<file path="src/rtl/rv_ctrl_pkg.sv">
// Shared encodings for the RV32I multi-cycle control unit: opcodes, FSM states,
// datapath select encodings and the control-word struct.
package rv_ctrl_pkg;

  localparam logic [6:0] OP_R      = 7'b0110011;
  localparam logic [6:0] OP_I      = 7'b0010011;
  localparam logic [6:0] OP_LOAD   = 7'b0000011;
  localparam logic [6:0] OP_STORE  = 7'b0100011;
  localparam logic [6:0] OP_BRANCH = 7'b1100011;
  localparam logic [6:0] OP_JAL    = 7'b1101111;
  localparam logic [6:0] OP_JALR   = 7'b1100111;
  localparam logic [6:0] OP_LUI    = 7'b0110111;
  localparam logic [6:0] OP_AUIPC  = 7'b0010111;

  typedef enum logic [3:0] {
    S_IDLE     = 4'd0,
    S_FETCH    = 4'd1,
    S_DECODE   = 4'd2,
    S_EXEC_R   = 4'd3,
    S_EXEC_I   = 4'd4,
    S_LUI      = 4'd5,
    S_AUIPC    = 4'd6,
    S_ALU_WB   = 4'd7,
    S_MEM_ADDR = 4'd8,
    S_MEM_RD   = 4'd9,
    S_MEM_WB   = 4'd10,
    S_MEM_WR   = 4'd11,
    S_BRANCH   = 4'd12,
    S_JAL      = 4'd13,
    S_JALR     = 4'd14,
    S_TRAP     = 4'd15
  } state_t;

  typedef enum logic [1:0] {
    ALU_ADD    = 2'd0,
    ALU_SUB    = 2'd1,
    ALU_RFUNCT = 2'd2,
    ALU_IFUNCT = 2'd3
  } alu_op_t;

  typedef enum logic [1:0] {
    PC_SRC_ALU    = 2'd0,
    PC_SRC_ALUOUT = 2'd1,
    PC_SRC_JALR   = 2'd2
  } pc_src_t;

  typedef enum logic [1:0] {
    WB_ALUOUT = 2'd0,
    WB_MDR    = 2'd1,
    WB_PC4    = 2'd2
  } wb_sel_t;

  typedef enum logic [1:0] {
    SRC_A_PC   = 2'd0,
    SRC_A_RS1  = 2'd1,
    SRC_A_ZERO = 2'd2
  } src_a_t;

  typedef enum logic [1:0] {
    SRC_B_RS2  = 2'd0,
    SRC_B_FOUR = 2'd1,
    SRC_B_IMM  = 2'd2
  } src_b_t;

  typedef struct packed {
    logic    pc_write;
    pc_src_t pc_src;
    logic    ir_write;
    logic    i_or_d;
    logic    mem_read;
    logic    mem_write;
    logic    reg_write;
    wb_sel_t wb_sel;
    src_a_t  alu_src_a;
    src_b_t  alu_src_b;
    alu_op_t alu_op;
    logic    trap;
  } ctrl_t;

  localparam ctrl_t CTRL_NONE = '0;

endpackage

</file>
<file path="src/rtl/mcu_output_decode.sv">
// Combinational state -> control-word decoder for the multi-cycle control unit.
// Moore outputs, except the FETCH enables (mem_ready) and BRANCH pc_write (branch_taken).
module mcu_output_decode
  import rv_ctrl_pkg::*;
(
  input  state_t state,
  input  logic   mem_ready,
  input  logic   branch_taken,
  output ctrl_t  ctrl
);

  always_comb begin
    ctrl = CTRL_NONE;
    case (state)
      S_FETCH: begin
        ctrl.mem_read  = 1'b1;
        ctrl.alu_src_b = SRC_B_FOUR;
        ctrl.ir_write  = mem_ready;
        ctrl.pc_write  = mem_ready;
      end
      // PC + imm computed here so branch/JAL targets are already in ALUOut
      S_DECODE: ctrl.alu_src_b = SRC_B_IMM;
      S_EXEC_R: begin
        ctrl.alu_src_a = SRC_A_RS1;
        ctrl.alu_op    = ALU_RFUNCT;
      end
      S_EXEC_I: begin
        ctrl.alu_src_a = SRC_A_RS1;
        ctrl.alu_src_b = SRC_B_IMM;
        ctrl.alu_op    = ALU_IFUNCT;
      end
      S_LUI: begin
        ctrl.alu_src_a = SRC_A_ZERO;
        ctrl.alu_src_b = SRC_B_IMM;
      end
      S_AUIPC:  ctrl.alu_src_b = SRC_B_IMM;
      S_ALU_WB: ctrl.reg_write = 1'b1;
      S_MEM_ADDR: begin
        ctrl.alu_src_a = SRC_A_RS1;
        ctrl.alu_src_b = SRC_B_IMM;
      end
      S_MEM_RD: begin
        ctrl.mem_read = 1'b1;
        ctrl.i_or_d   = 1'b1;
      end
      S_MEM_WB: begin
        ctrl.reg_write = 1'b1;
        ctrl.wb_sel    = WB_MDR;
      end
      S_MEM_WR: begin
        ctrl.mem_write = 1'b1;
        ctrl.i_or_d    = 1'b1;
      end
      S_BRANCH: begin
        ctrl.alu_src_a = SRC_A_RS1;
        ctrl.alu_op    = ALU_SUB;
        ctrl.pc_src    = PC_SRC_ALUOUT;
        ctrl.pc_write  = branch_taken;
      end
      S_JAL: begin
        ctrl.pc_write  = 1'b1;
        ctrl.pc_src    = PC_SRC_ALUOUT;
        ctrl.reg_write = 1'b1;
        ctrl.wb_sel    = WB_PC4;
      end
      S_JALR: begin
        ctrl.alu_src_a = SRC_A_RS1;
        ctrl.alu_src_b = SRC_B_IMM;
        ctrl.pc_src    = PC_SRC_JALR;
        ctrl.pc_write  = 1'b1;
        ctrl.reg_write = 1'b1;
        ctrl.wb_sel    = WB_PC4;
      end
      S_TRAP:  ctrl.trap = 1'b1;
      default: ctrl = CTRL_NONE;
    endcase
  end

endmodule

</file>
<file path="src/rtl/multicycle_control_unit.sv">
// RV32I multi-cycle main control FSM with shared-memory wait timeout and sticky trap.
// Optional MCU_PERF_COUNTERS_EN adds cycle_cnt / instret outputs.
module multicycle_control_unit
  import rv_ctrl_pkg::*;
#(
  parameter int ALUOP_W  = 2,
  parameter int WAIT_MAX = 15
) (
  input  logic               clk,
  input  logic               rst,
  input  logic [6:0]         opcode,
  input  logic               branch_taken,
  input  logic               mem_ready,
  output logic               pc_write,
  output logic [1:0]         pc_src,
  output logic               ir_write,
  output logic               i_or_d,
  output logic               mem_read,
  output logic               mem_write,
  output logic               reg_write,
  output logic [1:0]         wb_sel,
  output logic [1:0]         alu_src_a,
  output logic [1:0]         alu_src_b,
  output logic [ALUOP_W-1:0] alu_op,
  output logic               trap,
  output logic [3:0]         state_o
`ifdef MCU_PERF_COUNTERS_EN
  ,
  output logic [31:0]        cycle_cnt,
  output logic [31:0]        instret
`endif
);

  localparam int WAIT_W = $clog2(WAIT_MAX + 1);

  state_t            state_reg;
  state_t            state_next;
  logic [WAIT_W-1:0] wait_cnt_reg;
  logic              waiting;
  logic              timeout;
  ctrl_t             ctrl;

  assign waiting = ((state_reg == S_FETCH) || (state_reg == S_MEM_RD) ||
                    (state_reg == S_MEM_WR)) && !mem_ready;
  // This cycle is the WAIT_MAX-th without mem_ready; a late mem_ready still wins.
  assign timeout = waiting && (wait_cnt_reg >= WAIT_W'(WAIT_MAX - 1));

  always_comb begin
    state_next = state_reg;
    case (state_reg)
      S_IDLE:   state_next = S_FETCH;
      S_FETCH:  if (mem_ready) state_next = S_DECODE;
      S_DECODE: begin
        case (opcode)
          OP_R:               state_next = S_EXEC_R;
          OP_I:               state_next = S_EXEC_I;
          OP_LOAD, OP_STORE:  state_next = S_MEM_ADDR;
          OP_BRANCH:          state_next = S_BRANCH;
          OP_JAL:             state_next = S_JAL;
          OP_JALR:            state_next = S_JALR;
          OP_LUI:             state_next = S_LUI;
          OP_AUIPC:           state_next = S_AUIPC;
          default:            state_next = S_TRAP;
        endcase
      end
      S_EXEC_R, S_EXEC_I, S_LUI, S_AUIPC: state_next = S_ALU_WB;
      S_ALU_WB, S_MEM_WB, S_BRANCH, S_JAL, S_JALR: state_next = S_FETCH;
      S_MEM_ADDR: state_next = opcode[5] ? S_MEM_WR : S_MEM_RD;
      S_MEM_RD: if (mem_ready) state_next = S_MEM_WB;
      S_MEM_WR: if (mem_ready) state_next = S_FETCH;
      S_TRAP:   state_next = S_TRAP;
      default:  state_next = S_TRAP;
    endcase
    if (timeout) state_next = S_TRAP;
  end

  always_ff @(posedge clk or posedge rst) begin
    if (rst) begin
      state_reg    <= S_IDLE;
      wait_cnt_reg <= '0;
    end else begin
      state_reg <= state_next;
      if (state_next != state_reg) begin
        wait_cnt_reg <= '0;
      end else if (waiting) begin
        wait_cnt_reg <= wait_cnt_reg + WAIT_W'(1);
      end
    end
  end

`ifdef MCU_PERF_COUNTERS_EN
  always_ff @(posedge clk or posedge rst) begin
    if (rst) begin
      cycle_cnt <= '0;
      instret   <= '0;
    end else begin
      if ((state_reg != S_IDLE) && (state_reg != S_TRAP)) begin
        cycle_cnt <= cycle_cnt + 32'd1;
      end
      // Every return to FETCH retires exactly one instruction
      if ((state_next == S_FETCH) && (state_reg != S_FETCH) && (state_reg != S_IDLE)) begin
        instret <= instret + 32'd1;
      end
    end
  end
`endif

  mcu_output_decode u_output_decode (
    .state        (state_reg),
    .mem_ready    (mem_ready),
    .branch_taken (branch_taken),
    .ctrl         (ctrl)
  );

  assign pc_write  = ctrl.pc_write;
  assign pc_src    = ctrl.pc_src;
  assign ir_write  = ctrl.ir_write;
  assign i_or_d    = ctrl.i_or_d;
  assign mem_read  = ctrl.mem_read;
  assign mem_write = ctrl.mem_write;
  assign reg_write = ctrl.reg_write;
  assign wb_sel    = ctrl.wb_sel;
  assign alu_src_a = ctrl.alu_src_a;
  assign alu_src_b = ctrl.alu_src_b;
  assign alu_op    = ALUOP_W'(ctrl.alu_op);
  assign trap      = ctrl.trap;
  assign state_o   = state_reg;

endmodule

</file>
<file path="config.mk">
export PLATFORM = sky130hd
export DESIGN_NAME = multicycle_control_unit
export DESIGN_NICKNAME = d
export VERILOG_FILES = /design/src/rtl/rv_ctrl_pkg.sv /design/src/rtl/mcu_output_decode.sv /design/src/rtl/multicycle_control_unit.sv
export SDC_FILE = /design/constraint.sdc
export NUM_CORES = 1
export LEC_CHECK = 0
export CAP_MARGIN = 20
export CORE_MARGIN = 2
export CORE_UTILIZATION = 40
export CTS_CLUSTER_SIZE = 30
export DETAILED_ROUTE_END_ITERATION = 8
export PLACE_DENSITY_LB_ADDON = 0.25
export SYNTH_ARGS = -nofsm -noshare
export SYNTH_HDL_FRONTEND = slang
export SYNTH_SLANG_ARGS = --single-unit
export TNS_END_PERCENT = 30
</file>
<file path="constraint.sdc">
create_clock -name clk -period 4 [get_ports clk]
set_clock_uncertainty 0.15 [all_clocks]
set_input_delay 0.6 -clock clk [delete_from_list [all_inputs] [get_ports clk]]
set_output_delay 0.6 -clock clk [all_outputs]
set_load 0.01 [all_outputs]
</file>
==> impl_metrics.tcl, run 1 <==
set metrics [dict create \
    setup_violations 0 \
    fin_crit_ps 2958 \
    ys_warn_count 0 \
    globalplace.congestion 0.7509 \
    drt_first_pass_iters 4 \
    min-delay-start "wait_cnt_reg[3]$_DFFE_PP0P_" \
    hold_violations 0 \
    grt_pass1_wl_um 3836 \
    worstRegToRegCells 6 \
    crit_type "flip-flop to output port" \
    critical_path_peak_fanout 18 \
    reg2reg_slack_ps 1560 \
    synthesis.instances 108 \
    timing.fmax_mhz 338.0 \
    layoutNonFillerInstCount 165 \
    groute.usage.overall_pct 18.97 \
    worstPathCellList "nand2_1 -> o32ai_1 -> clkdlybuf4s50_1" \
    cts_setup_buffers 0 \
    nets 152 \
    cts.sinks 8 \
    crit_path_top_delay_cell "dfrtp_1" \
    ant_nets 0 \
    antennaDiodeCount 0 \
    fin_crit_sh_pct 73.96 \
    fin_tns_setup_ps 0 \
    cts_root_buf "clkbuf_4" \
    syn2layout_area_growth_pct 38.28 \
    drv_cap 0 \
    vias 894 \
    hold_buffers 0 \
    drv_slew 0 \
    tightest_slew_ps 638.8 \
    drtIter0Drc 18 \
    synth_top_area_cell "dfrtp_1" \
    rows 17 \
    hold_path.class "flip-flop to flip-flop" \
    dp.cells 162 \
    drive_gt1_share_pct 10.95 \
    antenna_found_initial 0 \
    start_util_pct 41.23 \
    crit_arrival_ps 2210 \
    ir_worst_vdd_mv 0.3178 \
    rsz0062_at_grt "false" \
    dieArea_mm2 0.002607 \
    syn_nets 121 \
    final_common_cell "clkdlybuf4s50_1" \
    holdPathStages 2 \
    htreeDepth 1 \
    io_pins 32 \
    grt_pass1_vias 884 \
    most-common-layout-cells "clkdlybuf4s50_1 (31), nor2_1 (17), nand2_1 (10)" \
    synth_edf_count 0 \
    grt_max_degree 20 \
    crit_required_ps 3250 \
    netlist.area_leader.share_pct 22.60 \
    synth_cell_types 46 \
    timing.rr.end "wait_cnt_reg[1]$_DFFE_PP0P_" \
    cp_slowest_stage_delay_ps 750 \
    via_per_inst 5.418 \
    async_flop_share_pct 100.0 \
    whs_ps 418.9 \
    routedWlPerCell_um 13.10 \
    drc 0 \
    ys_ff_latch 8 \
    status "finished clean" \
    synth_area_leaders "dfrtp_1 (23%), nor2_1 (7.2%), nand2_1 (4.2%)" \
    yosysSeqAreaShare_pct 22.60 \
    cts_tree "yes" \
    relSlewSlack_pct 57.41 \
    netlist_area_um2 885.9 \
    synth_ff_type "dfrtp_1" \
    clock_latency_ps 250 \
    clk_pin_slew_worst_paths_ps 60 \
    core_area_mm2 0.002148 \
    finalCoreUtilization_pct 57.02 \
    min_to "wait_cnt_reg[3]$_DFFE_PP0P_" \
    cts_made_buffers 3 \
    die_w_um 51.06 \
    cts-resized-gates 0 \
    clk_path_buf_depth 2 \
    grt_overflow 0 \
    rr_startpoint "state_o[1]$_DFF_PP0_" \
    startpoint_type "flip-flop" \
    p_per_area_mw_per_mm2 714.7 \
    p_leak_nw 0.4656 \
    place_hpwl_um 1737 \
    critPathCaptureType "output port" \
    avgSynthCellArea_um2 8.202 \
    die-height_um 51.06 \
    portBuffers 31 \
    wirelength_um 2162 \
]
cell type report:
cell class | count | area [um^2]
Fill cell | 192 | 923.4
Multi-Input combinational cell | 90 | 638.1
Timing Repair Buffer | 31 | 310.3
Sequential cell | 8 | 200.2
Tap cell | 28 | 35.03
Clock buffer | 3 | 22.52
Inverter | 5 | 18.77
routing by layer:
layer	vias to the layer above	global-route usage (%)	routed length (um)
met3	2	2.924	76
met5	-	0	0
met2	23	33.33	1112
met1	424	24.18	947
li1	445	-	-
met4	0	4.505	25
where the power goes:
| group | switching [mW] | internal (mW) |
|---|---|---|
| Sequential | 0.0929 | 0.103 |
| Combinational | 0.296 | 0.323 |
| Clock | 0.0264 | 0.0343 |
| Total | 0.415 | 0.461 |
through the flow:
stage	instance area [um^2]	setup slack, ps	total power, mW
after CTS	1225	1045	0.8815
after detailed placement	1202	1183	0.8199
final	1225	1042	0.8754
after global placement	1202	1228	0.8066
after global routing	1225	869.3	0.9565
after floorplan	885.9	1801	0.5990
synth_stat cells, types with 2 or more instances:
master and number:
a2111oi_2 2, nor2b_1 4, a21boi_0 2, and3_1 2
nand2_1 10, o32ai_1 2, inv_1 4, nor2_1 17
a21oi_1 6, nor3_1 4, buf_4 2, buf_2 2
dfrtp_1 8, nand2b_1 3, xnor2_1 3, nand3_1 4
xor2_1 3, ha_1 2
critical path, delay by kind of cell (launching register included):
| family | cells | cell delay (ps) |
|---|---|---|
| DFF | 1 | 750 |
| and+or+nand+nor | 1 | 320 |
| buffers and inverters | 1 | 580 |
| AOI/OAI and AO/OA | 1 | 310 |
logic make-up (layout without fill, tap and decap cells):
kind of cell | Yosys count | in the layout | share of synthesized area [%]
xor gates and xnor gates | 7 | 7 | 7.770
and+or+nand+nor | 56 | 56 | 35.74
AOI/OAI and AO/OA | 24 | 24 | 24.01
adders and majority gates | 2 | 2 | 2.824
DFF | 8 | 8 | 22.60
buffers and inverters | 10 | 39 | 5.365
muxes | 1 | 1 | 1.694
how the worst max path moves through the flow:
| stage | startpoint | end | cells after the start |
|---|---|---|---|
| 6_report | state_o[1]$_DFF_PP0_ | alu_src_a[0] | 3 |
| 4_1_cts | state_o[1]$_DFF_PP0_ | alu_src_a[0] | 3 |
| 5_1_grt | state_o[1]$_DFF_PP0_ | alu_op[1] | 5 |
| 2_1_floorplan | state_o[2]$_DFF_PP0_ | pc_write | 4 |
| 3_5_place_dp | mem_ready | pc_write | 4 |
| 3_3_place_gp | mem_ready | pc_write | 4 |
(Power assumes the default switching activity.)
==> run 2, diff against run 1 <==
- clock period: 4 -> 2.4 ns (I/O delays scaled with it)
==> run 2 against run 1 <==
Effect of this change: final cell count grew 12%; die area did not move; sequential power grew 26%; non-clock buffer count is 20 higher; routed wire length up 17%; combinational power is 110% higher; first-iteration DRC count fell by 17%; sequential cell count stayed put; total power is 91% higher; sequential share of layout area fell by 1.9 points; via count up 12%; critical endpoint unchanged; highest routed layer unchanged.
==> impl_metrics.tcl, run 2 (synthesis gave the netlist of run 1 again) <==
set metrics [dict create \
    wirelength_um 2521 \
    htreeDepth 1 \
    final_area_mm2 0.001400 \
    routedWlPerCell_um 13.63 \
    p_clk_share_pct 6.5 \
    setup_violations 0 \
    critical_path_peak_fanout 8 \
    timing.fmax_mhz 436.1 \
    crit_path_top_delay_cell "clkdlybuf4s50_1" \
    hold_buffers 0 \
    hold_path.class "primary input to asynchronous set/reset pin" \
    place_hpwl_um 2054 \
    rsz0062_at_grt "true" \
    whs_ps 197.8 \
    cts.sinks 8 \
    nets 172 \
    dieArea_mm2 0.002607 \
    p_per_area_mw_per_mm2 1193 \
    p_sw_share_pct 45.45 \
    layoutNonFillerInstCount 185 \
    io_pins 32 \
    fin_crit_ps 2293 \
    portBuffers 31 \
    status "finished clean" \
    drive_gt1_share_pct 24.84 \
    start_util_pct 41.23 \
    tightest_slew_ps 451.3 \
    cts_made_buffers 3 \
    combPwrFrac_pct 78.8 \
    post_dp_cell_area_mm2 0.001338 \
    seq_power_share_pct 14.7 \
    dp.cells 180 \
    core_area_mm2 0.002148 \
    startpoint_type "flip-flop" \
    most-common-layout-cells "clkdlybuf4s50_1 (26), buf_4 (20), nor2_1 (16)" \
    via_per_inst 5.422 \
    crit_family "buffers and inverters" \
    drtIter0Drc 15 \
    grt_pass1_wl_um 4347 \
    globalplace.congestion 0.8017 \
    rows 17 \
    fin_crit_sh_pct 95.55 \
    die_w_um 51.06 \
    p_switching_mw 0.7593 \
    p_int_mw 0.9112 \
    p_leak_nw 0.6366 \
    drt_first_pass_iters 4 \
    worstPathCellList "buf_4 -> o21a_1 -> o32ai_1 -> clkdlybuf4s50_1" \
    cp_slowest_stage_delay_ps 570 \
    grt_pass1_vias 1009 \
    cts_tree "yes" \
    crit_required_ps 1890 \
    relSlewSlack_pct 69.66 \
    fillers 187 \
    cts_root_buf "clkbuf_4" \
    ir_worst_vdd_mv 0.7170 \
    vias 1003 \
    groute.usage.overall_pct 22.73 \
    syn2layout_area_growth_pct 58.05 \
    hold_violations 0 \
    critPathBufInv 2 \
    final_common_cell "clkdlybuf4s50_1" \
    drc 0 \
    die-height_um 51.06 \
    crit_arrival_ps 1780 \
    antenna_found_initial 0 \
    clk_pin_slew_worst_paths_ps 50 \
    grt_overflow 0 \
    antennaDiodeCount 0 \
    critPathCaptureType "output port" \
    clk_path_buf_depth 2 \
    clock_latency_ps 260 \
    grt_max_degree 9 \
    drv_slew 0 \
    crit_type "flip-flop to output port" \
    ant_nets 0 \
    drv_cap 0 \
]
## run 2: cell count changes in the layout (fill, tap and decap cells not counted), moves of 2 or more
cell / change
buf_4: +20
clkdlybuf4s50_1: -5
dfrtp_1: -2
dfrtp_2: +2
dlymetal6s2s_1: +5
## run 2: through the flow
| stage | worst slack (ps) | power [mW] | util [%] | TNS (ps) |
|---|---|---|---|---|
| global placement | -82.26 | 1.501 | 62.26 | -82.26 |
| finish | 106.9 | 1.670 | 65.17 | 0 |
| global route | -3.528 | 1.812 | 65.17 | -4.516 |
| detailed placement | -204.0 | 1.537 | 62.26 | -342.6 |
| floorplan | 323.8 | 0.9983 | - | 0 |
| CTS | 32.23 | 1.684 | 64.24 | 0 |
## run 2: worst register-to-register path, stage by stage (launching register included)
cell and delay (ps):
dfrtp_2 460, and2b_2 240, nor4_2 450, a211oi_4 110, mux2_4 240, nand4b_4 140
a2111oi_2 340
## run 2: layer usage
metal / track usage (%) / share of wire [%] / wire [um]
met3: 5.263 / 3.1 / 77
met1: 25.95 / 44 / 1109
met2: 39.61 / 51 / 1288
met5: 0 / 0 / 0
met4: 10.81 / 1.8 / 45
## run 2: area by class of cell
| cell class | instances | area [um^2] | area share [%] |
|---|---|---|---|
| Timing Repair Buffer | 51 | 473.0 | 33.78 |
| Multi-Input combinational cell | 90 | 648.1 | 46.29 |
| Clock buffer | 3 | 22.52 | 1.609 |
| Tap cell | 28 | 35.03 | 2.502 |
| Sequential cell | 8 | 202.7 | 14.48 |
| Inverter | 5 | 18.77 | 1.340 |
## run 2: power by group through the flow
| stage | clock network (mW) | logic [mW] | registers, mW |
|---|---|---|---|
| after floorplan | 0 | 0.772 | 0.227 |
| after global placement | 0 | 1.25 | 0.247 |
| after detailed placement | 0 | 1.28 | 0.253 |
| after CTS | 0.111 | 1.33 | 0.244 |
| after global routing | 0.118 | 1.44 | 0.254 |
| final | 0.108 | 1.32 | 0.246 |
## run 2: worst paths after layout
check | start | to | slack (ps) | depth (start not counted)
max reg2reg | state_o[1]$_DFF_PP0_ | wait_cnt_reg[1]$_DFFE_PP0P_ | 140 | 6
max | state_o[1]$_DFF_PP0_ | alu_src_a[0] | 110 | 4
min | rst | state_o[0]$_DFF_PP0_ | 200 | 2
min in group clk | wait_cnt_reg[3]$_DFFE_PP0P_ | wait_cnt_reg[3]$_DFFE_PP0P_ | 430 | 2
min reg2reg | wait_cnt_reg[3]$_DFFE_PP0P_ | wait_cnt_reg[3]$_DFFE_PP0P_ | 430 | 2
max in group asynchronous | rst | state_o[1]$_DFF_PP0_ | 1640 | 2
## run 2: repair_timing
item | in CTS | in global routing
gates resized for setup | 3 | 7
endpoints found under the hold margin | 0 | 0
setup endpoints to repair | 5 | 8
setup buffers | 2 | 0
